**config.mk**
```make
export PLATFORM = sky130hd
export DESIGN_NAME = stream_to_video_flat
export DESIGN_NICKNAME = d
export VERILOG_FILES = /design/src/rtl/stream_to_video_pkg.sv /design/src/rtl/stream_to_video_if.sv /design/src/rtl/stream_to_video_sync_fifo_fwft.sv /design/src/rtl/stream_to_video.sv /design/src/flat_wrapper.sv
export SDC_FILE = /design/constraint.sdc
export NUM_CORES = 1
export LEC_CHECK = 0
export ABC_AREA = 1
export CORE_MARGIN = 5
export CORE_UTILIZATION = 61
export CTS_BUF_LIST = sky130_fd_sc_hd__clkbuf_16
export CTS_CLUSTER_DIAMETER = 120
export DETAILED_ROUTE_END_ITERATION = 7
export GPL_TIMING_DRIVEN = 0
export HOLD_SLACK_MARGIN = 0.15
export PLACE_DENSITY = 0.76
export SLEW_MARGIN = 10
export SYNTH_ARGS = -nofsm -noshare
export SYNTH_HDL_FRONTEND = slang
export SYNTH_SLANG_ARGS = --single-unit
```
**constraint.sdc**
```tcl
create_clock -name clk -period 5.2 [get_ports clk]
set_clock_uncertainty 0.05 [all_clocks]
set_input_delay 0.52 -clock clk [delete_from_list [all_inputs] [get_ports clk]]
set_output_delay 0.52 -clock clk [all_outputs]
set_load 0.1 [all_outputs]
```
**src/rtl/stream_to_video_pkg.sv**
```systemverilog
// Shared video timing defaults, controller state encoding and raster helpers
// for the stream_to_video block.
package stream_to_video_pkg;

    localparam int unsigned H_ACTIVE_DEF  = 1280;
    localparam int unsigned H_FP_DEF      = 110;
    localparam int unsigned H_SYNC_DEF    = 40;
    localparam int unsigned H_BP_DEF      = 220;
    localparam int unsigned V_ACTIVE_DEF  = 720;
    localparam int unsigned V_FP_DEF      = 5;
    localparam int unsigned V_SYNC_DEF    = 5;
    localparam int unsigned V_BP_DEF      = 20;
    localparam int unsigned CNT_WIDTH_DEF = 12;

    typedef enum logic [1:0] {
        ST_IDLE  = 2'd0,
        ST_PRIME = 2'd1,
        ST_RUN   = 2'd2
    } state_t;

    function automatic int unsigned total_count(input int unsigned active,
                                                input int unsigned fp,
                                                input int unsigned sync,
                                                input int unsigned bp);
        return active + fp + sync + bp;
    endfunction

endpackage

```
**src/rtl/stream_to_video_if.sv**
```systemverilog
// Pixel-stream input handshake plus raster video outputs of stream_to_video.
// The slave modport is the converter, the master modport its environment.
interface stream_to_video_if #(
    parameter int unsigned DATA_WIDTH = 24
);
    logic                  EN;
    logic [DATA_WIDTH-1:0] dIn;
    logic                  dInValid;
    logic                  nextDin;
    logic                  start;
    logic                  hs;
    logic                  vs;
    logic                  de;
    logic [DATA_WIDTH-1:0] data;
    logic                  underflow;

    modport master (
        output EN, dIn, dInValid,
        input  nextDin, start, hs, vs, de, data, underflow
    );

    modport slave (
        input  EN, dIn, dInValid,
        output nextDin, start, hs, vs, de, data, underflow
    );
endinterface

```
**src/rtl/stream_to_video_sync_fifo_fwft.sv**
```systemverilog
// Single-clock pixel FIFO with synchronous flush. Read data is registered and
// returns to zero on any cycle without a read.
module sync_fifo_fwft #(
    parameter int unsigned DATA_WIDTH = 24,
    parameter int unsigned FIFO_DEPTH = 16
) (
    input  logic                          clk,
    input  logic                          rst,
    input  logic                          flush_i,
    input  logic                          wr_i,
    input  logic [DATA_WIDTH-1:0]         wr_data_i,
    input  logic                          rd_i,
    output logic [DATA_WIDTH-1:0]         rd_data_o,
    output logic                          full_o,
    output logic                          empty_o,
    output logic [$clog2(FIFO_DEPTH):0]   count_o
);
    localparam int unsigned AW = $clog2(FIFO_DEPTH);

    logic [DATA_WIDTH-1:0] mem_q [FIFO_DEPTH];
    logic [AW:0]           wr_ptr_q;
    logic [AW:0]           rd_ptr_q;
    logic [DATA_WIDTH-1:0] rd_data_q;
    logic                  wr_ok;
    logic                  rd_ok;

    // Flush wins over both ports so a flush always leaves the FIFO empty.
    assign wr_ok     = wr_i && !full_o && !flush_i;
    assign rd_ok     = rd_i && !empty_o && !flush_i;
    assign count_o   = wr_ptr_q - rd_ptr_q;
    assign full_o    = (count_o == (AW + 1)'(FIFO_DEPTH));
    assign empty_o   = (count_o == '0);
    assign rd_data_o = rd_data_q;

    always_ff @(posedge clk) begin
        if (wr_ok) begin
            mem_q[wr_ptr_q[AW-1:0]] <= wr_data_i;
        end
    end

    always_ff @(posedge clk or posedge rst) begin
        if (rst) begin
            wr_ptr_q  <= '0;
            rd_ptr_q  <= '0;
            rd_data_q <= '0;
        end else begin
            if (flush_i) begin
                wr_ptr_q <= '0;
                rd_ptr_q <= '0;
            end else begin
                if (wr_ok) wr_ptr_q <= wr_ptr_q + 1'b1;
                if (rd_ok) rd_ptr_q <= rd_ptr_q + 1'b1;
            end
            rd_data_q <= rd_ok ? mem_q[rd_ptr_q[AW-1:0]] : '0;
        end
    end
endmodule

```
**src/rtl/stream_to_video.sv**
```systemverilog
// Re-times a valid-qualified pixel stream onto a free-running hs/vs/de raster,
// restarting the upstream source once per frame via the start pulse.
module stream_to_video
    import stream_to_video_pkg::*;
#(
    parameter int unsigned DATA_WIDTH = 24,
    parameter int unsigned FIFO_DEPTH = 16,
    parameter int unsigned H_ACTIVE   = H_ACTIVE_DEF,
    parameter int unsigned H_FP       = H_FP_DEF,
    parameter int unsigned H_SYNC     = H_SYNC_DEF,
    parameter int unsigned H_BP       = H_BP_DEF,
    parameter int unsigned V_ACTIVE   = V_ACTIVE_DEF,
    parameter int unsigned V_FP       = V_FP_DEF,
    parameter int unsigned V_SYNC     = V_SYNC_DEF,
    parameter int unsigned V_BP       = V_BP_DEF,
    parameter int unsigned CNT_WIDTH  = CNT_WIDTH_DEF
) (
    input logic              clk,
    input logic              Reset,
    stream_to_video_if.slave vif
);
    localparam int unsigned H_TOTAL = total_count(H_ACTIVE, H_FP, H_SYNC, H_BP);
    localparam int unsigned V_TOTAL = total_count(V_ACTIVE, V_FP, V_SYNC, V_BP);
    localparam int unsigned AW      = $clog2(FIFO_DEPTH);

    localparam logic [CNT_WIDTH-1:0] H_LAST = CNT_WIDTH'(H_TOTAL - 1);
    localparam logic [CNT_WIDTH-1:0] V_LAST = CNT_WIDTH'(V_TOTAL - 1);
    localparam logic [CNT_WIDTH-1:0] H_ACT  = CNT_WIDTH'(H_ACTIVE);
    localparam logic [CNT_WIDTH-1:0] HS_BEG = CNT_WIDTH'(H_ACTIVE + H_FP);
    localparam logic [CNT_WIDTH-1:0] HS_END = CNT_WIDTH'(H_ACTIVE + H_FP + H_SYNC);
    localparam logic [CNT_WIDTH-1:0] V_ACT  = CNT_WIDTH'(V_ACTIVE);
    localparam logic [CNT_WIDTH-1:0] VS_BEG = CNT_WIDTH'(V_ACTIVE + V_FP);
    localparam logic [CNT_WIDTH-1:0] VS_END = CNT_WIDTH'(V_ACTIVE + V_FP + V_SYNC);

    logic [CNT_WIDTH-1:0]  h_cnt_q, h_cnt_d;
    logic [CNT_WIDTH-1:0]  v_cnt_q, v_cnt_d;
    state_t                state_q;
    logic                  hs_q, vs_q, de_q;
    logic                  underflow_q, underflow_d;

    logic                  raw_de, raw_hs, raw_vs;
    logic                  frame_start, start_w, eof_flush, run_now;
    logic                  fifo_wr, fifo_rd, fifo_flush;
    logic                  fifo_full, fifo_empty;
    logic [AW:0]           fifo_level_unused;
    logic [DATA_WIDTH-1:0] fifo_rd_data;

    always_comb begin
        h_cnt_d = h_cnt_q + 1'b1;
        v_cnt_d = v_cnt_q;
        if (h_cnt_q == H_LAST) begin
            h_cnt_d = '0;
            v_cnt_d = (v_cnt_q == V_LAST) ? '0 : v_cnt_q + 1'b1;
        end
    end

    assign raw_de      = (h_cnt_q < H_ACT) && (v_cnt_q < V_ACT);
    assign raw_hs      = (h_cnt_q >= HS_BEG) && (h_cnt_q < HS_END);
    assign raw_vs      = (v_cnt_q >= VS_BEG) && (v_cnt_q < VS_END);
    assign frame_start = (h_cnt_q == '0) && (v_cnt_q == '0);
    // First clock of vertical back porch: upstream gets V_BP lines to prefill.
    assign start_w     = vif.EN && (h_cnt_q == '0) && (v_cnt_q == VS_END);
    assign eof_flush   = (state_q == ST_RUN) && frame_start && !vif.EN;

    // The frame-boundary cycle already belongs to the frame being entered, so
    // its read follows the state being switched into rather than state_q.
    assign run_now     = frame_start ? (vif.EN && (state_q != ST_IDLE))
                                     : (state_q == ST_RUN);

    assign fifo_rd     = run_now && raw_de && !fifo_empty;
    assign fifo_wr     = vif.dInValid && vif.nextDin;
    assign fifo_flush  = start_w || eof_flush;
    assign underflow_d = underflow_q || (run_now && raw_de && fifo_empty);

    sync_fifo_fwft #(
        .DATA_WIDTH(DATA_WIDTH),
        .FIFO_DEPTH(FIFO_DEPTH)
    ) u_fifo (
        .clk      (clk),
        .rst      (Reset),
        .flush_i  (fifo_flush),
        .wr_i     (fifo_wr),
        .wr_data_i(vif.dIn),
        .rd_i     (fifo_rd),
        .rd_data_o(fifo_rd_data),
        .full_o   (fifo_full),
        .empty_o  (fifo_empty),
        .count_o  (fifo_level_unused)
    );

    always_ff @(posedge clk or posedge Reset) begin
        if (Reset) begin
            h_cnt_q     <= '0;
            v_cnt_q     <= '0;
            hs_q        <= 1'b0;
            vs_q        <= 1'b0;
            de_q        <= 1'b0;
            underflow_q <= 1'b0;
        end else begin
            h_cnt_q     <= h_cnt_d;
            v_cnt_q     <= v_cnt_d;
            hs_q        <= raw_hs;
            vs_q        <= raw_vs;
            de_q        <= raw_de;
            underflow_q <= underflow_d;
        end
    end

    always_ff @(posedge clk or posedge Reset) begin
        if (Reset) begin
            state_q <= ST_IDLE;
        end else begin
            case (state_q)
                ST_IDLE:  if (start_w) state_q <= ST_PRIME;
                ST_PRIME: if (frame_start) state_q <= vif.EN ? ST_RUN : ST_IDLE;
                ST_RUN:   if (frame_start && !vif.EN) state_q <= ST_IDLE;
                default:  state_q <= ST_IDLE;
            endcase
        end
    end

    assign vif.nextDin   = !fifo_full && (state_q != ST_IDLE);
    assign vif.start     = start_w;
    assign vif.hs        = hs_q;
    assign vif.vs        = vs_q;
    assign vif.de        = de_q;
    assign vif.data      = fifo_rd_data;
    assign vif.underflow = underflow_q;
endmodule
```
**src/flat_wrapper.sv**
```systemverilog
// flat-port wrapper written by rule: the top's interface ports become plain ports
module stream_to_video_flat import stream_to_video_pkg::*;
#(
    parameter int unsigned DATA_WIDTH = 24,
    parameter int unsigned FIFO_DEPTH = 16,
    parameter int unsigned H_ACTIVE   = H_ACTIVE_DEF,
    parameter int unsigned H_FP       = H_FP_DEF,
    parameter int unsigned H_SYNC     = H_SYNC_DEF,
    parameter int unsigned H_BP       = H_BP_DEF,
    parameter int unsigned V_ACTIVE   = V_ACTIVE_DEF,
    parameter int unsigned V_FP       = V_FP_DEF,
    parameter int unsigned V_SYNC     = V_SYNC_DEF,
    parameter int unsigned V_BP       = V_BP_DEF,
    parameter int unsigned CNT_WIDTH  = CNT_WIDTH_DEF
)
  (clk, Reset, vif_EN, vif_dIn, vif_dInValid, vif_nextDin, vif_start, vif_hs, vif_vs, vif_de, vif_data, vif_underflow);
  stream_to_video_if #(.DATA_WIDTH(DATA_WIDTH)) vif_i ();
  input logic clk;
  input logic Reset;
  input wire logic [$bits(vif_i.EN)-1:0] vif_EN;
  input wire logic [$bits(vif_i.dIn)-1:0] vif_dIn;
  input wire logic [$bits(vif_i.dInValid)-1:0] vif_dInValid;
  output wire logic [$bits(vif_i.nextDin)-1:0] vif_nextDin;
  output wire logic [$bits(vif_i.start)-1:0] vif_start;
  output wire logic [$bits(vif_i.hs)-1:0] vif_hs;
  output wire logic [$bits(vif_i.vs)-1:0] vif_vs;
  output wire logic [$bits(vif_i.de)-1:0] vif_de;
  output wire logic [$bits(vif_i.data)-1:0] vif_data;
  output wire logic [$bits(vif_i.underflow)-1:0] vif_underflow;
  assign vif_i.EN = vif_EN;
  assign vif_i.dIn = vif_dIn;
  assign vif_i.dInValid = vif_dInValid;
  assign vif_nextDin = vif_i.nextDin;
  assign vif_start = vif_i.start;
  assign vif_hs = vif_i.hs;
  assign vif_vs = vif_i.vs;
  assign vif_de = vif_i.de;
  assign vif_data = vif_i.data;
  assign vif_underflow = vif_i.underflow;
  stream_to_video #(.DATA_WIDTH(DATA_WIDTH), .FIFO_DEPTH(FIFO_DEPTH), .H_ACTIVE(H_ACTIVE), .H_FP(H_FP), .H_SYNC(H_SYNC), .H_BP(H_BP), .V_ACTIVE(V_ACTIVE), .V_FP(V_FP), .V_SYNC(V_SYNC), .V_BP(V_BP), .CNT_WIDTH(CNT_WIDTH)) u_core (.clk(clk), .Reset(Reset), .vif(vif_i));
endmodule
```
==> results.sh, run 1 <==
export IMPL_status="finished clean"
export IMPL_die_w_um=185
export IMPL_area_delta_synth_final_pct=15.9
export IMPL_ys_types=40
export IMPL_p_leak_uw=0.00820
export IMPL_cp_top_family="buffers and inverters"
export IMPL_worstPathMaxFanout=10
export IMPL_drc_errors=0
export IMPL_cts_inserted_buffers=44
export IMPL_nNetsFinal=1809
export IMPL_grt_max_degree=50
export IMPL_ys_ff_latch=448
export IMPL_critical_path_class="flip-flop to output pin"
export IMPL_diodes=0
export IMPL_wl_mm=50.2
export IMPL_grt_pass1_vias=13100
export IMPL_cts_sinks=448
export IMPL_cts_max_level=2
export IMPL_cp_slowest_stage_delay_ns=0.95
export IMPL_crit_end="vif_nextDin"
export IMPL_maxSlewViolCount=0
export IMPL_dr_pass1_iters=6
export IMPL_grt_pass1_wl_mm=76.3
export IMPL_io_pins=58
export IMPL_cp_depth=12
export IMPL_hold_violations=0
export IMPL_clock_fmax_mhz=207
export IMPL_post_route_period_util_pct=93.0
export IMPL_synthCells=1642
export IMPL_fin_ws_ns=0.364
export IMPL_initial_utilization_pct=61.5
export IMPL_hpwl_mm=33.0
export IMPL_gp_congestion=0.883
export IMPL_min_period_ns=4.84
export IMPL_port_buffers=57
export IMPL_cts_resized=0
export IMPL_r2r_end="u_core.u_fifo.mem_q[15][11]"
export IMPL_die_area_um2=34300
export IMPL_gr_total_overflow=0
export IMPL_crit_path_frequent_cell="nand2_1"
export IMPL_tightest_slew_ns=1.04
export IMPL_hp_class="input pin to asynchronous set/reset pin"
export IMPL_crit_required_ns=4.63
export IMPL_via_count=13400
export IMPL_cts_clk_slew_worst_paths_ns=0.06
export IMPL_cts_tree="done"
export IMPL_rows=64
export IMPL_worstSkewPairLatency_ns=0.54
export IMPL_yosysTopAreaCell="edfxtp_1"
export IMPL_power_uw=11600
export IMPL_crit_buf_inv=5
export IMPL_cp_start_kind="flip-flop"
export IMPL_ant_nets=0
export IMPL_wl_per_cell_um=22.9
export IMPL_end_kind="output pin"
export IMPL_path_cells="clkbuf_1 -> inv_1 -> clkbuf_1 -> ha_1 -> or2_2 -> nand3_1 -> nand2_1 -> nor2_1 -> nand2_1 -> nand2_1 -> inv_1 -> clkdlybuf4s50_1"
export IMPL_p_per_area_nw_per_um2=532
export IMPL_r2r_start="u_core.u_fifo.rd_ptr_q[2]"
export IMPL_post_place_ws_ns=1.04
export IMPL_synth_edf_count=384
export IMPL_grt_usage_pct=29.7
export IMPL_synth_area_leaders="edfxtp_1 (61%), nand2_1 (9.8%), dfrtp_1 (8.5%)"
export IMPL_final_setup_tns_ns=0
export IMPL_rsz0062_at_grt="no"
export IMPL_antenna_found_initial=0
export IMPL_die_h_um=185
export IMPL_avgSynthCellArea_um2=11.4
export IMPL_ys_warn_count=0
export IMPL_drv_cap=0
export IMPL_ys_seq_area_share_pct=70.0
export IMPL_async_flop_share_pct=14.3
export IMPL_cp_arrival_ns=4.27
export IMPL_cts_buffer_depth=3
export IMPL_synthesis_nets=1687
export IMPL_peakVddDrop_mv=0.362
export IMPL_root_buffer="clkbuf_16"
export IMPL_viasPerCell=6.12
export IMPL_startpoint="u_core.u_fifo.rd_ptr_q[2]"
export IMPL_yosysTopAreaCellShare_pct=61.5
export IMPL_relSlewSlack_pct=30.7
export IMPL_drt_iter0_markers=1685
export IMPL_ys_flop_type="edfxtp_1"
export IMPL_setup_viol=0
export IMPL_r2r_worst_path_cells=16
export IMPL_multiInputGateArea_um2=5070
export IMPL_core_area_um2=30500
export IMPL_synth_area_um2=18800
export IMPL_drive_gt1_share_pct=9.23
export IMPL_reg2reg_setup_slack_ns=0.96
export IMPL_post_cts_buffers=0
export IMPL_cp_slowest_cell="clkdlybuf4s50_1"
export IMPL_fill_cells=1999
export IMPL_seq_area_um2=13100
export IMPL_fin_util_pct=71.2
export IMPL_cts_hold_buf=0
## report_power, final
group          total [uW]  switching [uW]  internal, uW
Combinational        4150            3100          1050
Clock                3020            1300          1720
Sequential           4380             108          4280
## kinds of logic after synthesis
kind of cell	Yosys count	share of synthesized area [%]
simple gates	911	21.6
fa+ha+maj	17	1.13
xor+xnor	13	0.607
buf+inv	157	3.54
flops	448	70.0
compound gates	96	3.04
## worst reg2reg max path, stage by stage (launching register included)
cell      delay, ns
dfrtp_1        0.36
clkbuf_1       0.21
inv_1          0.18
clkbuf_1       0.80
ha_1           0.45
nand2_1        0.10
inv_1          0.04
nand2_1        0.09
nand2_1        0.07
nand2_1        0.06
nand2_1        0.04
nand2_1        0.09
nand3_2        0.19
nor3_2         0.64
buf_6          0.24
buf_6          0.17
buf_6          0.17
## how the worst min path moves through the flow
stage / start / to / slack [ns] / cells past startpoint
3_3_place_gp: u_core.vif.underflow / u_core.vif.underflow / 0.41 / 1
2_1_floorplan: u_core.state_q[1] / u_core.state_q[0] / 0.41 / 1
3_5_place_dp: u_core.vif.underflow / u_core.vif.underflow / 0.42 / 1
6_report: Reset / u_core.u_fifo.rd_data_o[12] / 0.24 / 2
5_1_grt: Reset / u_core.u_fifo.rd_data_o[6] / 0.25 / 2
4_1_cts: Reset / u_core.u_fifo.rd_data_o[4] / 0.25 / 2
## routing by layer
layer / part of all wire [%] / GRT usage, % / wire length (um) / up-vias
li1: - / - / - / 5993
met1: 36 / 39.6 / 18200 / 6350
met2: 47 / 48.0 / 23700 / 922
met3: 12 / 5.46 / 5820 / 174
met4: 5.0 / 14.0 / 2540 / 0
met5: 0 / 0 / 0 / -
## cells in the final DEF, fill, tap and decap left out, types with 5 or more instances in the layout
cell / instances
a21oi_1: 14
a31oi_1: 41
buf_1: 11
buf_12: 8
buf_16: 9
buf_2: 31
buf_6: 5
clkbuf_1: 39
clkbuf_16: 45
clkdlybuf4s50_1: 57
clkinv_1: 14
clkinv_2: 10
dfrtp_1: 64
edfxtp_1: 384
ha_1: 17
inv_1: 71
inv_2: 6
nand2_1: 488
nand3_1: 283
nand4_1: 11
nor2_1: 58
nor2_4: 17
nor3_1: 24
nor3_4: 11
o21ai_0: 28
xor2_1: 12
## stage by stage
stage	instances	area (um2)	hold WS, ns
after detailed placement	2114	20400	0.424
after global routing	2195	21700	0.253
after global placement	2095	19800	0.410
after CTS	2195	21700	0.246
final	2195	21700	0.236
after floorplan	1642	18800	0.415
## flip-flops by register name, indices dropped and copies added (netlist names), 2 cells and up
register,flops
u_core.state_q,2
u_core.u_fifo.rd_ptr_q,5
u_core.u_fifo.wr_ptr_q,5
u_core.u_fifo.rd_data_o,24
u_core.u_fifo.mem_q,384
u_core.v_cnt_q,12
u_core.h_cnt_q,12
## synth_stat cells, types with 2 or more instances
cell	instances
inv_1	66
buf_2	31
a31oi_1	41
ha_1	17
nor3_1	25
buf_6	2
o22ai_1	3
nor2_4	2
o221ai_1	2
nand3_2	2
buf_1	11
nand2_2	4
nor2_2	4
nand4_1	11
o2111ai_1	4
nand2_1	488
inv_2	6
dfrtp_1	64
o21ai_0	28
xor2_1	12
nand3_1	283
nor2_1	73
nor3_4	11
a21oi_1	14
clkbuf_1	39
edfxtp_1	384
nor3_2	2
## area by class of cell
type | instances | share of cell area, %
timing repair buffer | 76 | 4.57
multi-input combinational | 1037 | 23.3
clock buffer | 45 | 5.18
inverter | 72 | 1.26
sequential | 448 | 60.4
buffer | 85 | 1.81
clock inverter | 36 | 1.11
tap | 396 | 2.28
Power figures use the tool's default switching activity.
==> inputs of run 2 (changes only) <==
--- a/config.mk
+++ b/config.mk
@@ -12,7 +12,6 @@
 export CTS_CLUSTER_DIAMETER = 120
 export DETAILED_ROUTE_END_ITERATION = 7
 export GPL_TIMING_DRIVEN = 0
-export HOLD_SLACK_MARGIN = 0.15
 export PLACE_DENSITY = 0.76
 export SLEW_MARGIN = 10
 export SYNTH_ARGS = -nofsm -noshare
==> results of run 2 <==
Same layout as run 1: the final DEF is identical, and so are final timing and power.
==> inputs of run 3 (changes only) <==
--- a/config.mk
+++ b/config.mk
@@ -9,7 +9,6 @@
 export CORE_MARGIN = 5
 export CORE_UTILIZATION = 61
 export CTS_BUF_LIST = sky130_fd_sc_hd__clkbuf_16
-export CTS_CLUSTER_DIAMETER = 120
 export DETAILED_ROUTE_END_ITERATION = 7
 export GPL_TIMING_DRIVEN = 0
 export PLACE_DENSITY = 0.76
==> results of run 3 <==
Same layout as run 1: the final DEF is identical, and so are final timing and power.
